**src/rtl/kronos_timer_pkg.sv**
```systemverilog
// kronos_timer_pkg: register offsets, FSM states and the byte-merge helper
// shared by the Kronos machine-timer front end.
package kronos_timer_pkg;
    localparam logic [1:0] MTIME_LO = 2'd0;
    localparam logic [1:0] MTIME_HI = 2'd1;
    localparam logic [1:0] CMP_LO   = 2'd2;
    localparam logic [1:0] CMP_HI   = 2'd3;

    typedef enum logic [1:0] {
        IDLE = 2'd0,
        WAIT = 2'd1,
        ACK  = 2'd2
    } state_e;

    function automatic logic [31:0] byte_merge(input logic [31:0] old_w,
                                               input logic [31:0] wdat,
                                               input logic [3:0]  sel);
        for (int i = 0; i < 4; i++)
            byte_merge[i*8 +: 8] = sel[i] ? wdat[i*8 +: 8] : old_w[i*8 +: 8];
    endfunction
endpackage

```
**src/rtl/kronos_prescaler.sv**
```systemverilog
// kronos_prescaler: free-running divider; tick is high for one cycle in every
// PRESCALE, and stays low while in reset.
module kronos_prescaler #(
    parameter int PRESCALE = 1
) (
    input  logic clk,
    input  logic rstz,
    output logic tick
);
    localparam int CW = (PRESCALE > 1) ? $clog2(PRESCALE) : 1;
    localparam logic [CW-1:0] LAST = CW'(PRESCALE - 1);

    logic [CW-1:0] cnt_q, cnt_d;
    logic          tick_q, tick_d;

    // tick is registered so it tracks cnt_q == LAST yet still reads 0 in reset
    always_comb begin
        cnt_d  = (cnt_q == LAST) ? '0 : cnt_q + 1'b1;
        tick_d = (cnt_d == LAST);
    end

    always_ff @(posedge clk or negedge rstz) begin
        if (!rstz) begin
            cnt_q  <= '0;
            tick_q <= 1'b0;
        end else begin
            cnt_q  <= cnt_d;
            tick_q <= tick_d;
        end
    end

    assign tick = tick_q;
endmodule

```
**src/rtl/kronos_timer_cmp.sv**
```systemverilog
// kronos_timer_cmp: Wishbone machine-timer front end with atomic mtime reads,
// mtimecmp register and level timer interrupt.
module kronos_timer_cmp
    import kronos_timer_pkg::*;
#(
    parameter int          PRESCALE  = 1,
    parameter logic [63:0] CMP_RESET = 64'hFFFF_FFFF_FFFF_FFFF
) (
    input  logic        clk,
    input  logic        rstz,
    input  logic [3:0]  wb_adr_i,
    input  logic [31:0] wb_dat_i,
    input  logic [3:0]  wb_sel_i,
    input  logic        wb_we_i,
    input  logic        wb_stb_i,
    output logic [31:0] wb_dat_o,
    output logic        wb_ack_o,
    input  logic [63:0] count_i,
    input  logic        count_vld_i,
    output logic        incr_o,
    output logic [31:0] load_data_o,
    output logic        load_low_o,
    output logic        load_high_o,
    output logic        timer_irq_o
);
    state_e      state_q, state_d;
    logic [31:0] snap_hi_q, snap_hi_d;
    logic [31:0] dat_q, dat_d;
    logic [63:0] cmp_q, cmp_d;
    logic [31:0] load_data_q, load_data_d;
    logic        load_low_q, load_low_d;
    logic        load_high_q, load_high_d;
    logic        irq_q, irq_d;
    logic [1:0]  reg_sel;
    logic        rd_lo_stall, enter_ack;
    logic        unused_adr;

    assign unused_adr = ^wb_adr_i[1:0];

    kronos_prescaler #(.PRESCALE(PRESCALE)) u_prescaler (
        .clk  (clk),
        .rstz (rstz),
        .tick (incr_o)
    );

    always_comb begin
        reg_sel     = wb_adr_i[3:2];
        // a low-word read must not sample the counter while its upper word is in flux
        rd_lo_stall = !wb_we_i && reg_sel == MTIME_LO && !count_vld_i;
        enter_ack   = (state_q == IDLE && wb_stb_i && !rd_lo_stall) ||
                      (state_q == WAIT && count_vld_i);
        state_d     = (state_q == ACK) ? IDLE :
                      enter_ack ? ACK :
                      (state_q == IDLE && wb_stb_i) ? WAIT : state_q;
        snap_hi_d   = snap_hi_q;
        dat_d       = dat_q;
        cmp_d       = cmp_q;
        load_data_d = load_data_q;
        load_low_d  = 1'b0;
        load_high_d = 1'b0;
        if (enter_ack && wb_we_i) begin
            dat_d        = '0;
            load_low_d   = reg_sel == MTIME_LO;
            load_high_d  = reg_sel == MTIME_HI;
            load_data_d  = (reg_sel == MTIME_LO || reg_sel == MTIME_HI) ? wb_dat_i : load_data_q;
            cmp_d[31:0]  = (reg_sel == CMP_LO) ? byte_merge(cmp_q[31:0], wb_dat_i, wb_sel_i) : cmp_q[31:0];
            cmp_d[63:32] = (reg_sel == CMP_HI) ? byte_merge(cmp_q[63:32], wb_dat_i, wb_sel_i) : cmp_q[63:32];
        end else if (enter_ack) begin
            dat_d     = (reg_sel == MTIME_LO) ? count_i[31:0] :
                        (reg_sel == MTIME_HI) ? snap_hi_q :
                        (reg_sel == CMP_LO)   ? cmp_q[31:0] : cmp_q[63:32];
            snap_hi_d = (reg_sel == MTIME_LO) ? count_i[63:32] : snap_hi_q;
        end
        irq_d = count_vld_i ? (count_i >= cmp_q) : irq_q;
    end

    always_ff @(posedge clk or negedge rstz) begin
        if (!rstz) begin
            state_q     <= IDLE;
            snap_hi_q   <= '0;
            dat_q       <= '0;
            cmp_q       <= CMP_RESET;
            load_data_q <= '0;
            load_low_q  <= 1'b0;
            load_high_q <= 1'b0;
            irq_q       <= 1'b0;
        end else begin
            state_q     <= state_d;
            snap_hi_q   <= snap_hi_d;
            dat_q       <= dat_d;
            cmp_q       <= cmp_d;
            load_data_q <= load_data_d;
            load_low_q  <= load_low_d;
            load_high_q <= load_high_d;
            irq_q       <= irq_d;
        end
    end

    assign wb_ack_o    = (state_q == ACK);
    assign wb_dat_o    = dat_q;
    assign load_data_o = load_data_q;
    assign load_low_o  = load_low_q;
    assign load_high_o = load_high_q;
    assign timer_irq_o = irq_q;
endmodule

```
**config.mk**
```make
export PLATFORM = sky130hd
export DESIGN_NAME = kronos_timer_cmp
export DESIGN_NICKNAME = d
export VERILOG_FILES = /design/src/rtl/kronos_timer_pkg.sv /design/src/rtl/kronos_prescaler.sv /design/src/rtl/kronos_timer_cmp.sv
export SDC_FILE = /design/constraint.sdc
export NUM_CORES = 1
export LEC_CHECK = 0
export ABC_AREA = 1
export CORE_ASPECT_RATIO = 1.25
export CORE_MARGIN = 2
export CORE_UTILIZATION = 54
export DETAILED_ROUTE_END_ITERATION = 6
export DONT_BUFFER_PORTS = 1
export GPL_TIMING_DRIVEN = 0
export PLACE_DENSITY = 0.69
export SYNTH_ARGS = -nofsm -noshare
export SYNTH_HDL_FRONTEND = slang
export SYNTH_SLANG_ARGS = --single-unit
```
**constraint.sdc**
```tcl
create_clock -name clk -period 2.3 [get_ports clk]
set_clock_uncertainty 0.15 [all_clocks]
set_input_delay 0.345 -clock clk [delete_from_list [all_inputs] [get_ports clk]]
set_output_delay 0.345 -clock clk [all_outputs]
set_load 0.01 [all_outputs]
```
### Word-level counts from Yosys, hierarchy flattened

Index checks and enable logic that the tools add are counted.

* bits in writable memories: 0
* word-level logic and storage cells: 62
* latch bits: 0
* memories: 0
* output and inout bits: 69
* bits in read-only memories: 0
* register bits: 167

* muxes and demuxes: 11
* $mul: 0
* shift operators: 0
* equality and inequality tests: 5
* order comparisons: 1
* divide/modulo/power cells: 0
* reduce and logical (&&, ||, !) cells: 25
* bitwise logic cells: 2
* add/subtract/negate cells: 1

Operators with widths (count)
* $mux W32: 5
* $ge A64 B64 Y1: 1
* $reduce_and A3 Y1: 9
* $eq A2 B2 Y1 const B: 3
* $logic_and A1 B1 Y1: 6
* $mux W2: 3
* $eq A2 B1 Y1 const B: 2
* $logic_not A2 Y1: 2
* $logic_not A1 Y1: 3
* $mux W1: 3
* $reduce_bool A3 Y1: 1
* $logic_or A1 B1 Y1: 2
* $not A1 Y1: 2
* $reduce_and A2 Y1: 1
* $reduce_bool A2 Y1: 1
* $add A1 B1 Y1 const B: 1

### Depth between registers and ports, before layout

Gate-level depths: netlist of run 1.

* depth after elaboration: 9
* mapped depth: 15

### Modules after synthesis

A second synthesis of run 1 with hierarchy kept.

* cell total of the unflattened synthesis: 1085
* area, all modules: 8750.9 um2

Modules (own cells, without submodules)
* kronos_timer_cmp: cells an instance 1083, area an instance 8722.1 um2, instances 1, seq. area each 4209.0 um2
* kronos_prescaler: cells an instance 2, area an instance 28.8 um2, instances 1, seq. area each 25.0 um2

### Worst setup path before layout of run 1

OpenSTA, ideal clock, no wires.

* path type: register to register
* start: register cmp_q[55]
* end: register irq_q, in the netlist timer_irq_o
* buffers on the path: 0
* required time: 2.073 ns
* arrival: 1.619 ns
* setup slack: 0.453 ns
* stages on the path, launching flop included: 11
* cells stage by stage: dfstp_2 inv_1 ha_1 nand2_1 nor2_1 nand2_1 nor3_1 nand3_1 nand2_1 nor2_1 a21oi_1

* cells in the longest elaborated chain, start to end: 1

RTL lines
* from (decl): line kronos_timer_cmp.sv:29 `logic [63:0] cmp_q, cmp_d;`
* from (signal assigned): line kronos_timer_cmp.sv:91 `cmp_q <= cmp_d;`
* $ge A64 B64 Y1: line kronos_timer_cmp.sv:74 `irq_d = count_vld_i ? (count_i >= cmp_q) : irq_q;`
* to (signal assigned): line kronos_timer_cmp.sv:95 `irq_q <= irq_d;`
* to (decl): line kronos_timer_cmp.sv:33 `logic irq_q, irq_d;`

No other way between the ends.
A chain may end at the register's enable or synchronous reset.

### Worst setup path in the final report of run 1

* start: register state_q[0]
* end: register snap_hi_q[29]

* cells in the longest elaborated chain, start to end: 7
* elaborated cells between the ends (all ways): 9
* classes of those cells: eq/ne: 1; bitwise: 1; reduce/logical: 7

RTL lines
* from (decl): line kronos_timer_cmp.sv:26 `state_e state_q, state_d;`
* from (signal assigned): line kronos_timer_cmp.sv:88 `state_q <= state_d;`
* $logic_not A2 Y1: line kronos_timer_cmp.sv:50 `enter_ack = (state_q == IDLE && wb_stb_i && !rd_lo_stall) ||`
* $logic_and A1 B1 Y1 (2 in a row): line kronos_timer_cmp.sv:50
* $logic_or A1 B1 Y1 (*): line kronos_timer_cmp.sv:50
* $logic_and A1 B1 Y1: line kronos_timer_cmp.sv:61 `if (enter_ack && wb_we_i) begin`
* $not A1 Y1 (no line)
* $reduce_and A3 Y1 (no line) (*)
* to (signal assigned): line kronos_timer_cmp.sv:89 `snap_hi_q <= snap_hi_d;`
* to (decl): line kronos_timer_cmp.sv:27 `logic [31:0] snap_hi_q, snap_hi_d;`

Mark *: on every way between the ends. The rest lies on a longest branch, timed or not.

==> flow_summary.json, run 1 <==
{
  "status": "finished with violations",
  "failed_checks": "negative hold slack",
  "start_util_pct": 55.3,
  "hold_slack_ns": -0.550,
  "slew_headroom_pct": 52.8,
  "fin_nets": 1307,
  "remaining_drc_errors": 0,
  "cts_max_path_buffers": 2,
  "slowest_stage": "dlygate4sd3_1",
  "htree_levels": 4,
  "cp_max_fo": 10,
  "finalCritPeriodShare_pct": 93.1,
  "drt-total-wl_mm": 26.5,
  "die_width_um": 119,
  "diodes": 0,
  "peakVddDrop_mv": 0.681,
  "routed_via_density": 5.60,
  "place.gp.congestion": 0.876,
  "worstHoldPathType": "in2async",
  "synthToLayoutAreaGrowth_pct": 20.4,
  "path_clk_slew_ns": 0.07,
  "required_ns": 2.53,
  "ys_ff_latch": 166,
  "cts_tree": "done",
  "ant_nets": 0,
  "drv_cap": 0,
  "io_buffers": 0,
  "tightest_slew_ns": 0.708,
  "synthTopCellsByArea": "dfrtp_1, dfstp_2, nand2_1, ha_1, o21ai_0",
  "clkLatencyLatePin_ns": 0.44,
  "path_cells": "nor3b_2 > o21ai_1 > nand2_2 > inv_2 > nor2_8 > nand3_1 > dlygate4sd3_1 > nand2_1",
  "overflow": 0,
  "min_period_ns": 2.14,
  "yosys_warnings": 0,
  "path_class": "reg2reg",
  "max_freq_mhz": 467,
  "post-synth-top-count-cell": "nand2_1",
  "setup_viol": 0,
  "multi_input_area_um2": 4050,
  "fin_cells": 1363,
  "cts-buffers-inserted": 17,
  "worst_setup_path_start_kind": "flop",
  "p_leak_uw": 0.00513,
  "place_hpwl_mm": 18.0,
  "avgSynthCellArea_um2": 8.73,
  "grt_antenna_before_repair": 0,
  "cts_sinks": 166,
  "vias": 7635,
  "rsz0062_at_grt": "false",
  "root_buffer": "clkbuf_16",
  "synth-main-ff-cell": "dfrtp_1",
  "placed_cells": 1241,
  "finalHoldViolCount": 166,
  "synth_commonest_cells": "nand2_1, o21ai_0, inv_1",
  "synth_cell_types": 34,
  "first_iter_violations": 560,
  "drv_slew": 0,
  "synth_nets": 1198,
  "first_global_vias": 7915,
  "total_power_uw": 12900,
  "grt_usage_pct": 31.2,
  "nFillCells": 1362,
  "yosysSeqAreaShare_pct": 47.3,
  "layout-drive-gt1-share_pct": 14.7,
  "die_y_um": 148,
  "grt_first_pass_wirelength_mm": 42.3,
  "grt_max_degree": 167,
  "regArea_um2": 4230,
  "synth_edf_count": 0,
  "coreArea_um2": 16200,
  "cts-hold-fix-buffers": 90,
  "synth_area_um2": 8950,
  "async_flop_share_pct": 100,
  "yosys.area.top_type": "dfrtp_1",
  "dieArea_um2": 17600,
  "worst_setup_path_end_kind": "flop",
  "ios": 178,
  "first_pass_iters": 5,
  "arrival_ns": 2.37,
  "wl_per_cell_um": 19.5,
  "powerDensity_nw_per_um2": 1200,
  "critical-path-max-stage-delay_ns": 0.58,
  "row_count": 52,
  "synth_top_area_share_pct": 28.5,
  "synth_cells": 1025
}
[path summary, 6_finish.rpt]
check	endpoint	start	cells after the start	slack (ns)
min reg2reg	snap_hi_q[30]	snap_hi_q[30]	2	0.32
max in group asynchronous	cmp_q[44]	rstz	0	2.22
max	snap_hi_q[29]	state_q[0]	8	0.16
max reg2reg	snap_hi_q[29]	state_q[0]	8	0.16
min	load_data_o[29]	rstz	0	-0.55
min in group clk	wb_dat_o[26]	count_i[26]	2	0.01
[stage by stage]
step           setup WS [ns]  instance area, um^2  hold slack (ns)  TNS (ns)  util, %
2_1_floorplan          0.453                 8950           -0.101         0        -
3_3_place_gp         -0.0891                 9220          -0.0960    -0.798     56.9
3_5_place_dp          -0.136                 9220          -0.0955     -1.37     56.9
4_1_cts                0.122                10800           -0.555         0     66.4
5_1_grt               0.0161                10800           -0.560         0     66.5
6_report               0.159                10800           -0.550         0     66.5
[repair_timing]
item	CTS	global route
endpoints found under the setup margin	1	11
resized for setup	1	4
setup buffers	0	0
hold endpoints to repair	316	166
[critical path: cells and delay by family, from the launching register on]
kind	cells	cell delay [ns]
DFF	1	0.42
and+or+nand+nor	5	0.69
AOI/OAI and AO/OA	1	0.10
buffers and inverters	2	0.72
[area by class of cell]
cell class / count / share of cell area, %
inverters: 115 / 4.01
clock inverters: 11 / 1.61
well taps: 216 / 2.51
multi-input cells: 698 / 37.5
repair buffers: 90 / 8.36
plain buffers: 46 / 2.39
clock buffers: 21 / 4.27
flip-flops and latches: 166 / 39.3
[flip-flops by register name, summed over array words and instances, names as in the netlist]
name / count
load_low_o: 1
cmp_q: 64
timer_irq_o: 1
load_high_o: 1
wb_dat_o: 32
load_data_o: 32
u_prescaler.tick: 1
state_q: 2
snap_hi_q: 32
[cells by family after synthesis]
logic type	synth area share (%)
AO/OA/AOI/OAI	14.6
adder cells (fa/ha/maj)	8.95
buffers and inverters	7.69
flip-flops	47.3
multiplexers	3.90
other	0.0419
AND/OR/NAND/NOR	17.5
[power by group]
part           internal (uW)  switching [uW]  leakage [uW]
combinational           1680            2400       0.00293
sequential              4700            1040       0.00190
clock                   1880            1210      0.000299
total                   8250            4650       0.00513
[cells in the final DEF, fill, tap and decap left out, drive strengths merged, types with 23 or more instances in the layout]
cell / n
a211oi: 23
a21oi: 75
buf: 28
clkbuf: 39
dfrtp: 102
dfstp: 64
dlygate4sd3: 90
ha: 64
inv: 115
mux2: 31
nand2: 219
nand3: 23
nor2: 90
o21ai: 120
[per-layer routing]
layer | global-route usage [%] | vias up | wire [um]
li1 | - | 3617 | -
met1 | 37.9 | 3697 | 10600
met2 | 53.6 | 269 | 13200
met3 | 7.56 | 52 | 1910
met4 | 12.2 | 0 | 779
met5 | 0 | - | 0
Note: power is estimated with default switching activity, not from simulation.
==> run 2, diff against run 1 <==
- clock period: 2.3 -> 2.4 ns (I/O delays scaled with it)
==> run 2 against run 1 <==
  * The flow still finishes with violations (negative hold slack)
  * First-iteration DRC count down 5.0%
  * Die area is the same
  * Hold slack improved by 0.017 ns
  * Critical path type unchanged
  * Largest power group unchanged
  * Highest routed layer unchanged
==> flow_summary.json, run 2 (same netlist as run 1, synthesis figures left out) <==
{
  "status": "finished with violations",
  "failed_checks": "negative hold slack",
  "combPwrFrac_pct": 31.5,
  "internal_power_uw": 7900,
  "largest-register": "cmp_q",
  "nFillCells": 1363,
  "cts_tree": "done",
  "path_class": "reg2reg",
  "grt_usage_pct": 31.3,
  "row_count": 52,
  "slew_headroom_pct": 52.0,
  "finalHoldViolCount": 166,
  "first_pass_iters": 6,
  "start_util_pct": 55.3,
  "coreArea_um2": 16200,
  "vias": 7636,
  "place.gp.congestion": 0.876,
  "worst_setup_path_start_kind": "flop",
  "hold_slack_ns": -0.532,
  "min_period_ns": 2.20,
  "drv_cap": 0,
  "required_ns": 2.62,
  "p_leak_uw": 0.00510,
  "root_buffer": "clkbuf_16",
  "ios": 178,
  "max_freq_mhz": 454,
  "place_hpwl_mm": 18.0,
  "drv_slew": 0,
  "grt_first_pass_wirelength_mm": 42.4,
  "mostFrequentLayoutCell": "nand2_1",
  "cts-hold-fix-buffers": 88,
  "die_width_um": 119,
  "arrival_ns": 2.43,
  "io_buffers": 0,
  "critical-path-max-stage-delay_ns": 0.58,
  "grt_max_degree": 167,
  "worst_setup_path_end_kind": "flop",
  "die_y_um": 148,
  "path_cells": "nor3b_1 > o21ai_1 > nand2_2 > inv_2 > nor2_8 > nand3_1 > dlygate4sd3_1 > nand2_1",
  "slowest_stage": "dlygate4sd3_1",
  "grt_antenna_before_repair": 0,
  "remaining_drc_errors": 0,
  "cts_max_path_buffers": 2,
  "dieArea_um2": 17600,
  "clkLatencyLatePin_ns": 0.44,
  "largest_reg_flops": 64,
  "first_global_vias": 7888,
  "worstHoldPathType": "in2async",
  "overflow": 0,
  "setup_viol": 0,
  "tns_ns": 0,
  "wl_per_cell_um": 19.4,
  "first_iter_violations": 532,
  "fin_nets": 1305,
  "cp_max_fo": 10,
  "cts-buffers-inserted": 17,
  "final_core_util_pct": 66.3,
  "synthToLayoutAreaGrowth_pct": 20.0,
  "powerDensity_nw_per_um2": 1150,
  "cts_sinks": 166,
  "p_seq_share_pct": 44.5,
  "swShare_pct": 36.0,
  "clkPwrFrac_pct": 24.0,
  "ant_nets": 0,
  "layout-drive-gt1-share_pct": 14.6,
  "path_clk_slew_ns": 0.07,
  "final_cell_mix": "nand2_1, o21ai_0, inv_1, dfrtp_1, nor2_1",
  "rsz0062_at_grt": "false",
  "peakVddDrop_mv": 0.654,
  "diodes": 0,
  "drt-total-wl_mm": 26.5,
  "finalCritPeriodShare_pct": 91.8,
  "p_sw_uw": 4440,
  "routed_via_density": 5.61,
  "htree_levels": 4,
  "tightest_slew_ns": 0.720
}
[run 2: cell count changes in the layout (fill, tap and decap cells not counted), sizes merged]
cell         before  now
dlygate4sd3      90   88
[run 2: timing repair]
item                       CTS  global route
setup endpoints to repair    0             1
hold endpoints to repair   314           166
resized for setup            0             1
setup buffers                0             0
[run 2: worst paths after layout]
check | start | end | slack [ns] | cells past startpoint
max in group asynchronous | rstz | cmp_q[18] | 2.31 | 0
worst max register to register | state_q[0] | snap_hi_q[29] | 0.20 | 8
min in group clk | count_i[3] | wb_dat_o[3] | 0 | 2
worst min-delay path | rstz | load_data_o[29] | -0.53 | 0
worst min register to register | snap_hi_q[23] | snap_hi_q[23] | 0.32 | 2
worst max-delay path | state_q[0] | snap_hi_q[29] | 0.20 | 8
[run 2: area by class of cell]
class | instances | area [um^2] | share of cell area, %
Clock buffer | 21 | 460 | 4.29
Timing Repair Buffer | 88 | 881 | 8.20
Sequential cell | 166 | 4230 | 39.4
Clock inverter | 11 | 174 | 1.62
Tap cell | 216 | 270 | 2.52
Inverter | 115 | 432 | 4.02
Buffer | 46 | 256 | 2.39
Multi-Input combinational cell | 698 | 4030 | 37.6
[run 2: per-layer routing]
| layer | vias to the layer above | part of all wire [%] | global-route usage [%] |
|---|---|---|---|
| met2 | 295 | 50 | 53.7 |
| met4 | 0 | 3.1 | 12.0 |
| met5 | - | 0 | 0 |
| li1 | 3614 | - | - |
| met1 | 3670 | 39 | 38.0 |
| met3 | 57 | 7.5 | 7.75 |
[run 2: stage by stage]
stage	total power, uW	area [um^2]	cells	setup slack [ns]
CTS	12300	10700	1361	0.0632
floorplan	8160	8950	1025	0.553
global route	13200	10700	1361	0.0284
finish	12300	10700	1361	0.196
global placement	9040	9220	1241	-0.00414
detailed placement	9200	9220	1241	-0.0505
[run 2: worst max-delay path: cells and delay by family, from the launching register on]
kind            cells  cell delay [ns]
compound gates      1             0.12
simple gates        5             0.75
buf+inv             2             0.72
flops               1             0.41
[run 2: power by group through the flow]
stage / clock network, uW / registers (uW) / logic [uW]
final: 2960 / 5490 / 3890
after global routing: 3090 / 5640 / 4500
after CTS: 2970 / 5480 / 3860
after detailed placement: 0 / 5510 / 3690
after global placement: 0 / 5470 / 3580
after floorplan: 0 / 5280 / 2880
